[src/rtl/fwd_hazard_ctrl_pkg.sv]
// Shared types and select codes for the EX-stage forwarding / load-use hazard controller.
package fwd_hazard_ctrl_pkg;

  localparam int REG_AW = 5;

  localparam logic [1:0] FWD_RF    = 2'b00;
  localparam logic [1:0] FWD_EXMEM = 2'b01;
  localparam logic [1:0] FWD_MEMWB = 2'b10;

  typedef logic [REG_AW-1:0] reg_addr_t;

  // Destination information of a stage that may write the register file.
  typedef struct packed {
    reg_addr_t rd;
    logic      regwrite;
  } wr_rec_t;

  typedef struct packed {
    reg_addr_t rs;
    reg_addr_t rt;
    logic      uses_rt;
    reg_addr_t rd;
    logic      regwrite;
    logic      memread;
  } ex_rec_t;

  typedef struct packed {
    wr_rec_t wr;
    logic    memread;
  } mem_rec_t;

  localparam ex_rec_t EX_BUBBLE = '0;

endpackage

[src/rtl/fwd_hazard_ctrl_sel_unit.sv]
// Forwarding select for one ALU operand: newest matching writer wins, $0 never forwards.
module fwd_sel_unit
  import fwd_hazard_ctrl_pkg::*;
(
  input  reg_addr_t  src_addr_i,
  input  logic       src_used_i,
  input  wr_rec_t    mem_wr_i,
  input  wr_rec_t    wb_wr_i,
  output logic [1:0] sel_o
);

  logic mem_hit;
  logic wb_hit;

  always_comb begin
    mem_hit = mem_wr_i.regwrite && (mem_wr_i.rd != '0) && (mem_wr_i.rd == src_addr_i);
    wb_hit  = wb_wr_i.regwrite && (wb_wr_i.rd != '0) && (wb_wr_i.rd == src_addr_i);
    sel_o   = FWD_RF;
    if (src_used_i) begin
      if (mem_hit) begin
        sel_o = FWD_EXMEM;
      end else if (wb_hit) begin
        sel_o = FWD_MEMWB;
      end
    end
  end

endmodule

[src/rtl/fwd_hazard_ctrl.sv]
// EX/MEM/WB destination tracking, operand forwarding selects and load-use stall control.
module fwd_hazard_ctrl
  import fwd_hazard_ctrl_pkg::*;
#(
  // Stage records are sized by the package, so this must equal fwd_hazard_ctrl_pkg::REG_AW.
  parameter int REG_AW = fwd_hazard_ctrl_pkg::REG_AW,
  parameter int CNT_W  = 16
) (
  input  logic              clk_i,
  input  logic              rst_i,
  input  logic [REG_AW-1:0] id_rs_i,
  input  logic [REG_AW-1:0] id_rt_i,
  input  logic              id_uses_rt_i,
  input  logic [REG_AW-1:0] id_rd_i,
  input  logic              id_regwrite_i,
  input  logic              id_memread_i,
  input  logic              flush_i,
  output logic [1:0]        fwd_a_o,
  output logic [1:0]        fwd_b_o,
  output logic              stall_o,
  output logic [CNT_W-1:0]  stall_cnt_o
);

  ex_rec_t          ex_q, ex_d;
  mem_rec_t         mem_q, mem_d;
  wr_rec_t          wb_q, wb_d;
  logic [CNT_W-1:0] stall_cnt_q, stall_cnt_d;

  reg_addr_t  src_addr [2];
  logic       src_used [2];
  logic [1:0] sel      [2];

  always_comb begin
    stall_o = ex_q.memread && ex_q.regwrite && (ex_q.rd != '0) &&
              ((ex_q.rd == id_rs_i) || (id_uses_rt_i && (ex_q.rd == id_rt_i)));

    ex_d = EX_BUBBLE;
    if (!(flush_i || stall_o)) begin
      ex_d.rs       = id_rs_i;
      ex_d.rt       = id_rt_i;
      ex_d.uses_rt  = id_uses_rt_i;
      ex_d.rd       = id_rd_i;
      ex_d.regwrite = id_regwrite_i;
      ex_d.memread  = id_memread_i;
    end

    mem_d.wr.rd       = ex_q.rd;
    mem_d.wr.regwrite = ex_q.regwrite;
    mem_d.memread     = ex_q.memread;
    wb_d              = mem_q.wr;

    stall_cnt_d = stall_cnt_q;
    if (stall_o && (stall_cnt_q != '1)) begin
      stall_cnt_d = stall_cnt_q + 1'b1;
    end
  end

  always_ff @(posedge clk_i or negedge rst_i) begin
    if (!rst_i) begin
      ex_q        <= EX_BUBBLE;
      mem_q       <= '0;
      wb_q        <= '0;
      stall_cnt_q <= '0;
    end else begin
      ex_q        <= ex_d;
      mem_q       <= mem_d;
      wb_q        <= wb_d;
      stall_cnt_q <= stall_cnt_d;
    end
  end

  // Operand A always reads rs; operand B reads rt only when the instruction uses it.
  assign src_addr[0] = ex_q.rs;
  assign src_used[0] = 1'b1;
  assign src_addr[1] = ex_q.rt;
  assign src_used[1] = ex_q.uses_rt;

  generate
    for (genvar gi = 0; gi < 2; gi++) begin : g_sel
      fwd_sel_unit u_sel (
        .src_addr_i (src_addr[gi]),
        .src_used_i (src_used[gi]),
        .mem_wr_i   (mem_q.wr),
        .wb_wr_i    (wb_q),
        .sel_o      (sel[gi])
      );
    end
  endgenerate

  assign fwd_a_o     = sel[0];
  assign fwd_b_o     = sel[1];
  assign stall_cnt_o = stall_cnt_q;

  // A load still in MEM has no ALU result to forward; the stall must have kept its consumer out.
  always_ff @(posedge clk_i) begin
    if (rst_i) begin
      assert (!(mem_q.memread && ((fwd_a_o == FWD_EXMEM) || (fwd_b_o == FWD_EXMEM))));
    end
  end

endmodule
[config.mk]
export PLATFORM = sky130hd
export DESIGN_NAME = fwd_hazard_ctrl
export DESIGN_NICKNAME = d
export VERILOG_FILES = /design/src/rtl/fwd_hazard_ctrl_pkg.sv /design/src/rtl/fwd_hazard_ctrl_sel_unit.sv /design/src/rtl/fwd_hazard_ctrl.sv
export SDC_FILE = /design/constraint.sdc
export NUM_CORES = 1
export LEC_CHECK = 0
export BUFFER_PORTS_ARGS = -buffer_cell sky130_fd_sc_hd__buf_2
export CAP_MARGIN = 30
export CORE_AREA = 2 2 68 70
export DETAILED_ROUTE_END_ITERATION = 8
export DIE_AREA = 0 0 70 72
export GPL_TIMING_DRIVEN = 0
export PLACE_DENSITY = 0.77
export REMOVE_ABC_BUFFERS = 1
export SLEW_MARGIN = 20
export SYNTH_ARGS = -nofsm -noshare
export SYNTH_HDL_FRONTEND = slang
export SYNTH_SLANG_ARGS = --single-unit
[constraint.sdc]
create_clock -name clk_i -period 1.8 [get_ports clk_i]
set_input_delay 0.18 -clock clk_i [delete_from_list [all_inputs] [get_ports clk_i]]
set_output_delay 0.18 -clock clk_i [all_outputs]
set_load 0.05 [all_outputs]
; ---- Word level (Yosys, flattened, before mapping)
; Cells that the tools add are included.
; Widths: inputs -> output; s select.
[classes]
reduce_logical = 16
addsub = 1
n_eq_ne = 7
muxes = 6
[op_table]
columns = operator, count
row1 = $eq 5x5->1, 6
row2 = $mux 18, 1
row3 = $add 16x1->16 const B, 1
row4 = $ne 16x16->1 const B, 1
row5 = $reduce_bool 5->1, 3
row6 = $logic_and 1x1->1, 11
row7 = $mux 2, 5
row8 = $logic_or 1x1->1, 2
[word_totals]
wordCells = 41
inputBits = 21
ff_bits = 46
output_inout_bits = 21

; ---- Logic depth before layout (Yosys ltp)
; Gate-level depths: netlist of run 1.
[depth]
ltp_word = 6
ltp_mapped = 8
ltp_nobuf = 6

; ---- Cells and area by module
; From an unflattened synthesis of run 1, not the netlist that was laid out.
[unflattened]
hier_cells = 190
hier_area_um2 = 2199.6
[modules_own_cells]
columns = module, area_per_inst_um2, cells_each, seq_area_each_um2, n_inst
row1 = fwd_hazard_ctrl, 1869.3, 148, 1151.1, 1
row2 = fwd_sel_unit, 165.2, 21, 0.0, 2

; ---- Least setup slack after synthesis of run 1
; Ideal clock, no wire load.
[synth_path]
path_type = reg2out
start = reg mem_q[2] (netlist name)
end = out fwd_a_o[1]
path_stages_with_launch = 5
t_required_ps = 1620
t_arrival_ps = 2757
path_buffers = 0
path_slack_ps = -1137
cell_sequence = dfrtp_1 or4_1 o21ai_0 nor4_1 nor4_1
[synth_via]
elab_chain_len = 4
word_cells_on_any_way = 5
classes_between = eq/ne (1) / mux (1) / reduce/logical (3)
[synth_rtl]
columns = item, line_no
row1 = from (decl), fwd_hazard_ctrl.sv:25  ; mem_rec_t mem_q, mem_d;
row2 = from (signal assigned), fwd_hazard_ctrl.sv:66  ; mem_q <= mem_d;
row3 = $reduce_bool 5->1, fwd_hazard_ctrl_sel_unit.sv:16  ; mem_hit = mem_wr_i.regwrite && (mem_wr_i.rd != '0) && (mem_wr_i.rd == src_addr_i);
row4 = $logic_and 1x1->1, fwd_hazard_ctrl_sel_unit.sv:16
row5 = $logic_and 1x1->1 (*), fwd_hazard_ctrl_sel_unit.sv:16
row6 = named net g_sel[0].u_sel.mem_hit, fwd_hazard_ctrl_sel_unit.sv:12  ; logic mem_hit;
row7 = $mux 2 (*), fwd_hazard_ctrl_sel_unit.sv:20  ; if (mem_hit) begin
row8 = to (decl), fwd_hazard_ctrl.sv:18  ; output logic [1:0] fwd_a_o,
; Mark *: on every way through the listed nets, which the timed path passes. The rest lies on a longest branch.

; ---- Worst setup path in the final report of run 1
[layout_path]
start = reg mem_q[5] (netlist name)
end = out fwd_b_o[1]
[layout_via]
elab_chain_len = 5
word_cells_on_any_way = 6
classes_between = eq/ne (1) / mux (2) / reduce/logical (3)
[layout_rtl]
columns = item, line_no
row1 = $reduce_bool 5->1, fwd_hazard_ctrl_sel_unit.sv:16
row2 = $logic_and 1x1->1, fwd_hazard_ctrl_sel_unit.sv:16
row3 = $logic_and 1x1->1 (*), fwd_hazard_ctrl_sel_unit.sv:16
row4 = $mux 2 (*), fwd_hazard_ctrl_sel_unit.sv:20
row5 = $mux 2 (*), fwd_hazard_ctrl_sel_unit.sv:19  ; if (src_used_i) begin
row6 = to (decl), fwd_hazard_ctrl.sv:19  ; output logic [1:0] fwd_b_o,
; Mark *: on every way between the ends. The rest lies on a longest branch, timed or not.

==> impl_summary.txt, run 1 <==
----------------------------------------------------
[CTS]
  Worst skew pair latency ... 300 ps
  Root buffer cell ... sky130_fd_sc_hd__clkbuf_8
  CTS Sinks ... 46
  Worst-path clk slew ... 80 ps
  Number of buffers on the longest clock path ... 2
  TritonCTS Buffers ... 5
  Deepest level of the CTS H-tree ... 2
  TritonCTS clock tree ... yes

[Global route]
  Global-route usage over all layers ... 0.197
  Met1 layer usage reported by global route ... 0.247
  Antenna violations before repair ... 0
  Met3 global-route usage ... 0.0306
  Aggregate global routing overflow ... 0
  GR peak layer ... met2
  Pin count of the biggest net entering global routing ... 26
  GR Layer Usage met2 ... 0.339
  Wire length of the first global-routing pass ... 7.60 mm
  Via count of the first global-routing pass ... 1,584

[Power and ir drop]
  Switching share of power ... 0.232
  Switching Power ... 551 uW
  Clock group share of total power ... 0.400
  Pwr Density ... 768 nW/um2
  Standby leakage power ... 1.52 nW
  Internal power consumption ... 1.82 mW
  Total power ... 2.37 mW
  Part of the total power dissipated in sequential elements ... 0.468
  Proportion of power drawn by combinational gates ... 0.132
  Peak supply drop ... 0.000680 V

[STA]
  Minimum hold slack ... 80.7 ps
  Max_slew headroom ... 0.645
  Final setup violation count ... 37
  Final-report hold violation count ... 0
  Largest clock skew in the final design ... 8.60 ps
  Unrepaired setup endpoints after global routing ... true
  Pin slew with the least headroom to its limit ... 533 ps
  Portion of the clock cycle consumed by the worst path in the final layout ... 1.18
  Slew Limit Fails ... 0
  Maximum operating frequency ... 473 MHz
  Setup TNS ... -2580 ps
  Final critical-path setup slack ... -315 ps
  Clock period minus worst slack ... 2120 ps

[Final layout]
  Multi-input combinational cell area ... 1160 um2
  Leading cell types in the layout, fill and taps excluded ... sky130_fd_sc_hd__dfrtp_1, sky130_fd_sc_hd__buf_2, sky130_fd_sc_hd__xnor2_1, sky130_fd_sc_hd__and2_1, sky130_fd_sc_hd__buf_6
  Most frequent standard cell in the layout excluding fill and tap cells ... sky130_fd_sc_hd__dfrtp_1
  Register area ... 1150 um2
  Net total in the final layout ... 273
  Proportion of layout cells with a drive suffix above 1 ... 0.484
  Utilization after layout ... 0.725
  Layout-stage area growth over the synthesis result ... 49.3%
  Layout filler cell count ... 270
  Antenna Cells ... 0

[Die]
  # IOs ... 42
  Die Outline Area ... 5040 um2
  Horizontal die dimension ... 70 um
  Die height ... 72 um
  Std-Cell Core Area ... 4260 um2
  Initial Util ... 0.485
  FP Rows ... 24

[Worst setup path]
  Highest fanout seen on the critical path ... 2
  Critical path arrival ... 1940 ps
  Critical setup path kind ... reg -> out
  Sort of element at the start of the critical path ... register
  Type of destination of the critical path ... output port
  CP required ... 1620 ps

[Routing]
  Count of vias placed by the detailed router ... 1,610
  Sum of routed wire length over all layers ... 5.43 mm
  Number of design rule violations left after detail routing ... 0
  Pre-Repair DR Iteration Count ... 4
  Residual antenna-violating net count after detailed routing ... 0
  Average wire per standard cell ... 17.9 um
  Via-per-instance ratio ... 5.30
  Number of violations reported at the end of detailed-routing iteration 0 ... 49

[Place]
  Port Buf Inserts ... 41
  GP Congestion ... 0.803
  Setup WS pre-CTS ... -439 ps
  Detailed placer's ending HPWL ... 2.81 mm

[Synth]
  Synth unique cells ... 29
  Simple-gate area share of the yosys netlist ... 0.198
  Yosys synthesis warning count ... 0
  Average cell area after synthesis ... 11.8 um2
  Combined area of all synthesized cells ... 2070 um2
  Fraction of the mapped netlist area in adder cells ... 0.00605
  Total of flip-flops plus latches after synthesis ... 46
  Cells after Synth ... 175
  Sequential-to-total area share from yosys stat ... 0.556
  Mux share of post-synthesis cell area ... 0.0157
  Largest family of logic cells by synthesized area ... simple AND/OR/NAND/NOR gates
  Area fraction in compound gates after synthesis ... 0.0248
  Post-synthesis xor/xnor area fraction ... 0.182

[Status]
  Outcome ... finished with violations
  Violations in the final reports ... setup timing

[Job]
  # Max-Cap Violations ... 0

[Worst hold path]
  Path class of the lowest-slack min-delay path ... in -> reg

----------------------------------------------------
-- kinds of logic after synthesis --
| family | count (synthesis) |
|---|---|
| buffers and inverters | 7 |
| XOR/XNOR | 43 |
| multiplexers | 3 |
| adder cells (fa/ha/maj) | 1 |
| flip-flops | 46 |
| AND/OR/NAND/NOR | 69 |
| AO/OA/AOI/OAI | 6 |
-- what timing repair did --
item / CTS / global route
gates resized for setup: 26 / 47
gates cloned: 0 / 0
hold buffers: 1 / 0
setup endpoints to repair: 39 / 38
pin swaps: 8 / 26
endpoints found under the hold margin: 21 / 0
buffers inserted: 20 / 12
-- routing by layer --
| metal | share of wire | vias up |
|---|---|---|
| met5 | 0 | - |
| met4 | 0.020 | 0 |
| met3 | 0.038 | 13 |
| met2 | 0.53 | 37 |
| met1 | 0.41 | 812 |
| li1 | - | 748 |
-- flip-flops by register name, summed over array words and instances (netlist names) --
signal       count
ex_q            18
mem_q            6
stall_cnt_o     16
wb_q             6
-- stage by stage --
step	instances	area (um2)
after floorplan	170	2040
after global placement	263	2310
after detailed placement	265	2350
after CTS	294	2780
after global routing	304	3090
final	304	3090
-- power by group through the flow --
stage | Clock (mW) | Combinational (mW) | Sequential [mW]
6_report | 0.948 | 0.313 | 1.11
5_1_grt | 0.999 | 0.339 | 1.12
4_1_cts | 0.948 | 0.259 | 1.11
3_5_place_dp | 0 | 0.195 | 1.13
3_3_place_gp | 0 | 0.181 | 1.13
2_1_floorplan | 0 | 0.0997 | 1.14
-- critical path, stage by stage (launching register included) --
cell and delay [ps]:
sky130_fd_sc_hd__dfrtp_1 400, sky130_fd_sc_hd__or4_4 540, sky130_fd_sc_hd__o21ai_4 170, sky130_fd_sc_hd__buf_6 120, sky130_fd_sc_hd__nor4_2 40, sky130_fd_sc_hd__nor3_1 140
sky130_fd_sc_hd__buf_4 230
-- cell type report --
cell class / count / share of cell area
inverters: 2 / 0.00243
clock inverters: 2 / 0.0194
well taps: 52 / 0.0211
repair buffers: 74 / 0.183
flip-flops and latches: 46 / 0.373
multi-input cells: 122 / 0.374
clock buffers: 6 / 0.0267
-- path summary, 6_finish.rpt --
kind	slack [ps]	depth (start not counted)	endpoint	start
max	-320	6	fwd_b_o[1]	mem_q[5]
min	80	2	ex_q[5]	id_rd_i[3]
max reg2reg	-170	7	stall_cnt_o[1]	ex_q[4]
min reg2reg	450	0	mem_q[1]	ex_q[1]
max in group asynchronous	900	3	stall_cnt_o[13]	rst_i
min in group asynchronous	390	2	ex_q[15]	rst_i
-- synth_stat cells, drive strengths merged --
library cell,instances,area share
ha,1,0.0060
mux2,2,0.011
nand4b,2,0.0085
or4,4,0.015
o22ai,1,0.0030
nand2b,1,0.0030
nand4,5,0.015
mux2i,1,0.0048
nand2,6,0.011
nor3,2,0.0048
nand3,13,0.031
nor2,1,0.0018
o21ai,2,0.0048
o211ai,1,0.0060
dfrtp,46,0.56
clkbuf,1,0.0018
nor4,4,0.012
xor2,13,0.055
and2,21,0.063
a21oi,1,0.0079
buf,4,0.012
nor4b,1,0.0042
and3,8,0.024
nor3b,1,0.0036
xnor2,30,0.13
inv,2,0.0036
a31oi,1,0.0030
No activity file was read; power rests on OpenSTA's default activity.
==> run 2: changes to the inputs <==
--- a/config.mk
+++ b/config.mk
@@ -11,7 +11,7 @@
 export DETAILED_ROUTE_END_ITERATION = 8
 export DIE_AREA = 0 0 70 72
 export GPL_TIMING_DRIVEN = 0
-export PLACE_DENSITY = 0.77
+export PLACE_DENSITY = 0.8
 export REMOVE_ABC_BUFFERS = 1
 export SLEW_MARGIN = 20
 export SYNTH_ARGS = -nofsm -noshare
==> run 2 against run 1 <==
  * The run still ends with setup timing left
  * Sequential cell count is the same
  * Fmax shrank 1.8%
  * Largest power group unchanged
  * Design area grew 1.4%
  * Core utilization grew 1.0 points
  * Sequential share of layout area shrank 0.47 points
  * Clock power shrank 30%
  * Register-to-register slack is essentially flat
  * Die area is the same
  * Via count grew 3.3%
  * First-iteration DRC count grew 35%
  * Critical endpoint is now fwd_a_o[1]
  * Cell count grew 2.0%
  * Sequential power is essentially flat
==> impl_summary.txt, run 2 (synthesis gave the netlist of run 1 again) <==
----------------------------------------------------
[CTS]
  Worst-path clk slew ... 90 ps (about the same)
  Deepest level of the CTS H-tree ... 2 (unchanged)
  Worst skew pair latency ... 310 ps (about the same)
  Number of buffers on the longest clock path ... 2 (unchanged)
  TritonCTS clock tree ... yes
  CTS Sinks ... 46 (unchanged)
  TritonCTS Buffers ... 5 (unchanged)
  Root buffer cell ... sky130_fd_sc_hd__clkbuf_8

[STA]
  Largest clock skew in the final design ... 10.5 ps (+1.90 ps)
  Max_slew headroom ... 0.576 (-0.0690)
  Clock period minus worst slack ... 2150 ps (+38.1 ps)
  Unrepaired setup endpoints after global routing ... true
  Final-report hold violation count ... 0 (unchanged)
  Maximum operating frequency ... 464 MHz (-1.8%)
  Final setup violation count ... 37 (unchanged)
  Minimum hold slack ... 75.0 ps (-5.74 ps)
  Pin slew with the least headroom to its limit ... 636 ps (+103 ps)
  Slew Limit Fails ... 0 (unchanged)
  Final critical-path setup slack ... -353 ps (-38.1 ps)
  Portion of the clock cycle consumed by the worst path in the final layout ... 1.20 (+0.0212)

[Power and ir drop]
  Peak supply drop ... 0.000741 V (+9.0%)
  Pwr Density ... 676 nW/um2 (-12%)
  Standby leakage power ... 1.53 nW (+0.94%)

[Worst setup path]
  Worst R2R Path Depth ... 8 (+1)
  Launch point of the worst path ... wb_q[1]
  CP required ... 1620 ps (about the same)
  Type of destination of the critical path ... output port
  Critical setup path kind ... reg -> out
  Sort of element at the start of the critical path ... register
  Highest fanout seen on the critical path ... 2 (unchanged)
  Worst reg2reg startpoint ... stall_cnt_o[1]
  Critical path arrival ... 1970 ps (+30 ps)
  Internal reg-to-reg setup slack ... -170 ps (about the same)

[Routing]
  Count of vias placed by the detailed router ... 1,663 (+3.3%)
  Pre-Repair DR Iteration Count ... 4 (unchanged)
  Residual antenna-violating net count after detailed routing ... 0 (unchanged)
  Number of violations reported at the end of detailed-routing iteration 0 ... 66 (+35%)
  Number of design rule violations left after detail routing ... 0 (unchanged)
  Average wire per standard cell ... 18.9 um (+5.8%)
  Via-per-instance ratio ... 5.36 (+1.3%)
  Sum of routed wire length over all layers ... 5.86 mm (+7.9%)

[Final layout]
  Largest Register ... ex_q
  Layout filler cell count ... 266 (-1.5%)
  Max FFs per register ... 18 (unchanged)
  Net total in the final layout ... 279 (+2.2%)
  Layout-stage area growth over the synthesis result ... 51.4%
  Leading cell types in the layout, fill and taps excluded ... sky130_fd_sc_hd__dfrtp_1, sky130_fd_sc_hd__buf_2, sky130_fd_sc_hd__xnor2_1
  Antenna Cells ... 0 (unchanged)
  Most frequent standard cell in the layout excluding fill and tap cells ... sky130_fd_sc_hd__dfrtp_1
  Final design instance area without fill ... 3130 um2 (+1.4%)
  Proportion of layout cells with a drive suffix above 1 ... 0.531 (+0.0469)
  Utilization after layout ... 0.735 (+0.00998)

[Place]
  Detailed placer's ending HPWL ... 2.88 mm (+2.4%)
  Port Buf Inserts ... 41 (unchanged)
  GP Congestion ... 0.827 (+3.0%)
  Total cell area at the placement stage ... 2340 um2 (-0.32%)

[Worst hold path]
  Worst Hold Path Cells ... 2 (unchanged)
  Startpoint of the tightest hold check path ... id_rd_i[3]
  Path class of the lowest-slack min-delay path ... in -> reg

[Status]
  Outcome ... finished with violations
  Violations in the final reports ... setup timing

[Die]
  Die height ... 72 um (unchanged)
  Std-Cell Core Area ... 4260 um2 (unchanged)
  Die Outline Area ... 5040 um2 (unchanged)
  FP Rows ... 24 (unchanged)
  Horizontal die dimension ... 70 um (unchanged)
  # IOs ... 42 (unchanged)
  Initial Util ... 0.485 (unchanged)

[Global route]
  Wire length of the first global-routing pass ... 8.27 mm (+8.8%)
  Antenna violations before repair ... 0 (unchanged)
  Pin count of the biggest net entering global routing ... 26 (unchanged)
  Via count of the first global-routing pass ... 1,613 (+1.8%)
  Global-route usage over all layers ... 0.210 (+0.0128)
  Aggregate global routing overflow ... 0 (unchanged)

[Job]
  # Max-Cap Violations ... 0 (unchanged)

----------------------------------------------------
-- run 2: changes by cell type in the layout (fill, tap and decap cells not counted), sizes merged --
| cell | previous run | this run |
|---|---|---|
| clkinv | 0 | 1 |
| buf | 73 | 79 |
| clkbuf | 6 | 7 |
| bufinv | 2 | 0 |
-- run 2: power breakdown --
group	total, mW	leakage, nW	internal (mW)	switching [mW]
Sequential	1.11	0.602	1.07	0.0412
Combinational	0.342	0.885	0.177	0.165
Clock	0.663	0.0482	0.310	0.352
Total	2.12	1.53	1.56	0.559
-- run 2: what timing repair did --
| action | CTS | global route |
|---|---|---|
| pin swaps | 19 | 37 |
| gates resized for setup | 45 | 42 |
| cloned | 1 | 0 |
| hold buffers | 1 | 0 |
| buffers inserted | 23 | 14 |
| setup endpoints to repair | 39 | 38 |
| endpoints found under the hold margin | 24 | 0 |
-- run 2: final timing paths --
kind,endpoint
setup / recovery,fwd_a_o[1]
hold / removal,ex_q[5]
setup reg to reg,stall_cnt_o[3]
hold reg to reg,wb_q[3]
max in group asynchronous,ex_q[13]
min in group asynchronous,ex_q[9]
-- run 2: final cells by class --
cell class / count / area [um2] / area share
multi-input combinational: 122 / 1190 / 0.380
sequential: 46 / 1150 / 0.368
timing repair buffer: 80 / 624 / 0.199
clock buffer: 7 / 86.3 / 0.0276
tap: 52 / 65.1 / 0.0208
inverter: 2 / 7.51 / 0.00240
clock inverter: 1 / 5.00 / 0.00160
-- run 2: critical path: stages, from the launching register on --
cell and delay [ps]:
sky130_fd_sc_hd__dfrtp_1 390, sky130_fd_sc_hd__buf_4 130, sky130_fd_sc_hd__or4_4 520, sky130_fd_sc_hd__o21ai_0 220, sky130_fd_sc_hd__or4_1 160, sky130_fd_sc_hd__nor4_2 40
sky130_fd_sc_hd__buf_4 200
-- run 2: layer usage --
metal,up-vias,track usage,share of wire
met1,845,0.267,0.42
met2,48,0.368,0.52
met3,12,0.0333,0.041
li1,758,-,-
met4,0,0.0705,0.021
met5,-,0,0
-- run 2: metrics by stage --
stage	setup slack (ps)	total power [mW]	cells	setup TNS (ps)
2_1_floorplan	-1370	1.24	170	-12840
3_3_place_gp	-739	1.31	263	-20750
3_5_place_dp	-757	1.33	264	-12780
4_1_cts	-381	2.03	297	-1590
5_1_grt	-423	2.19	310	-5390
6_report	-353	2.12	310	-3230
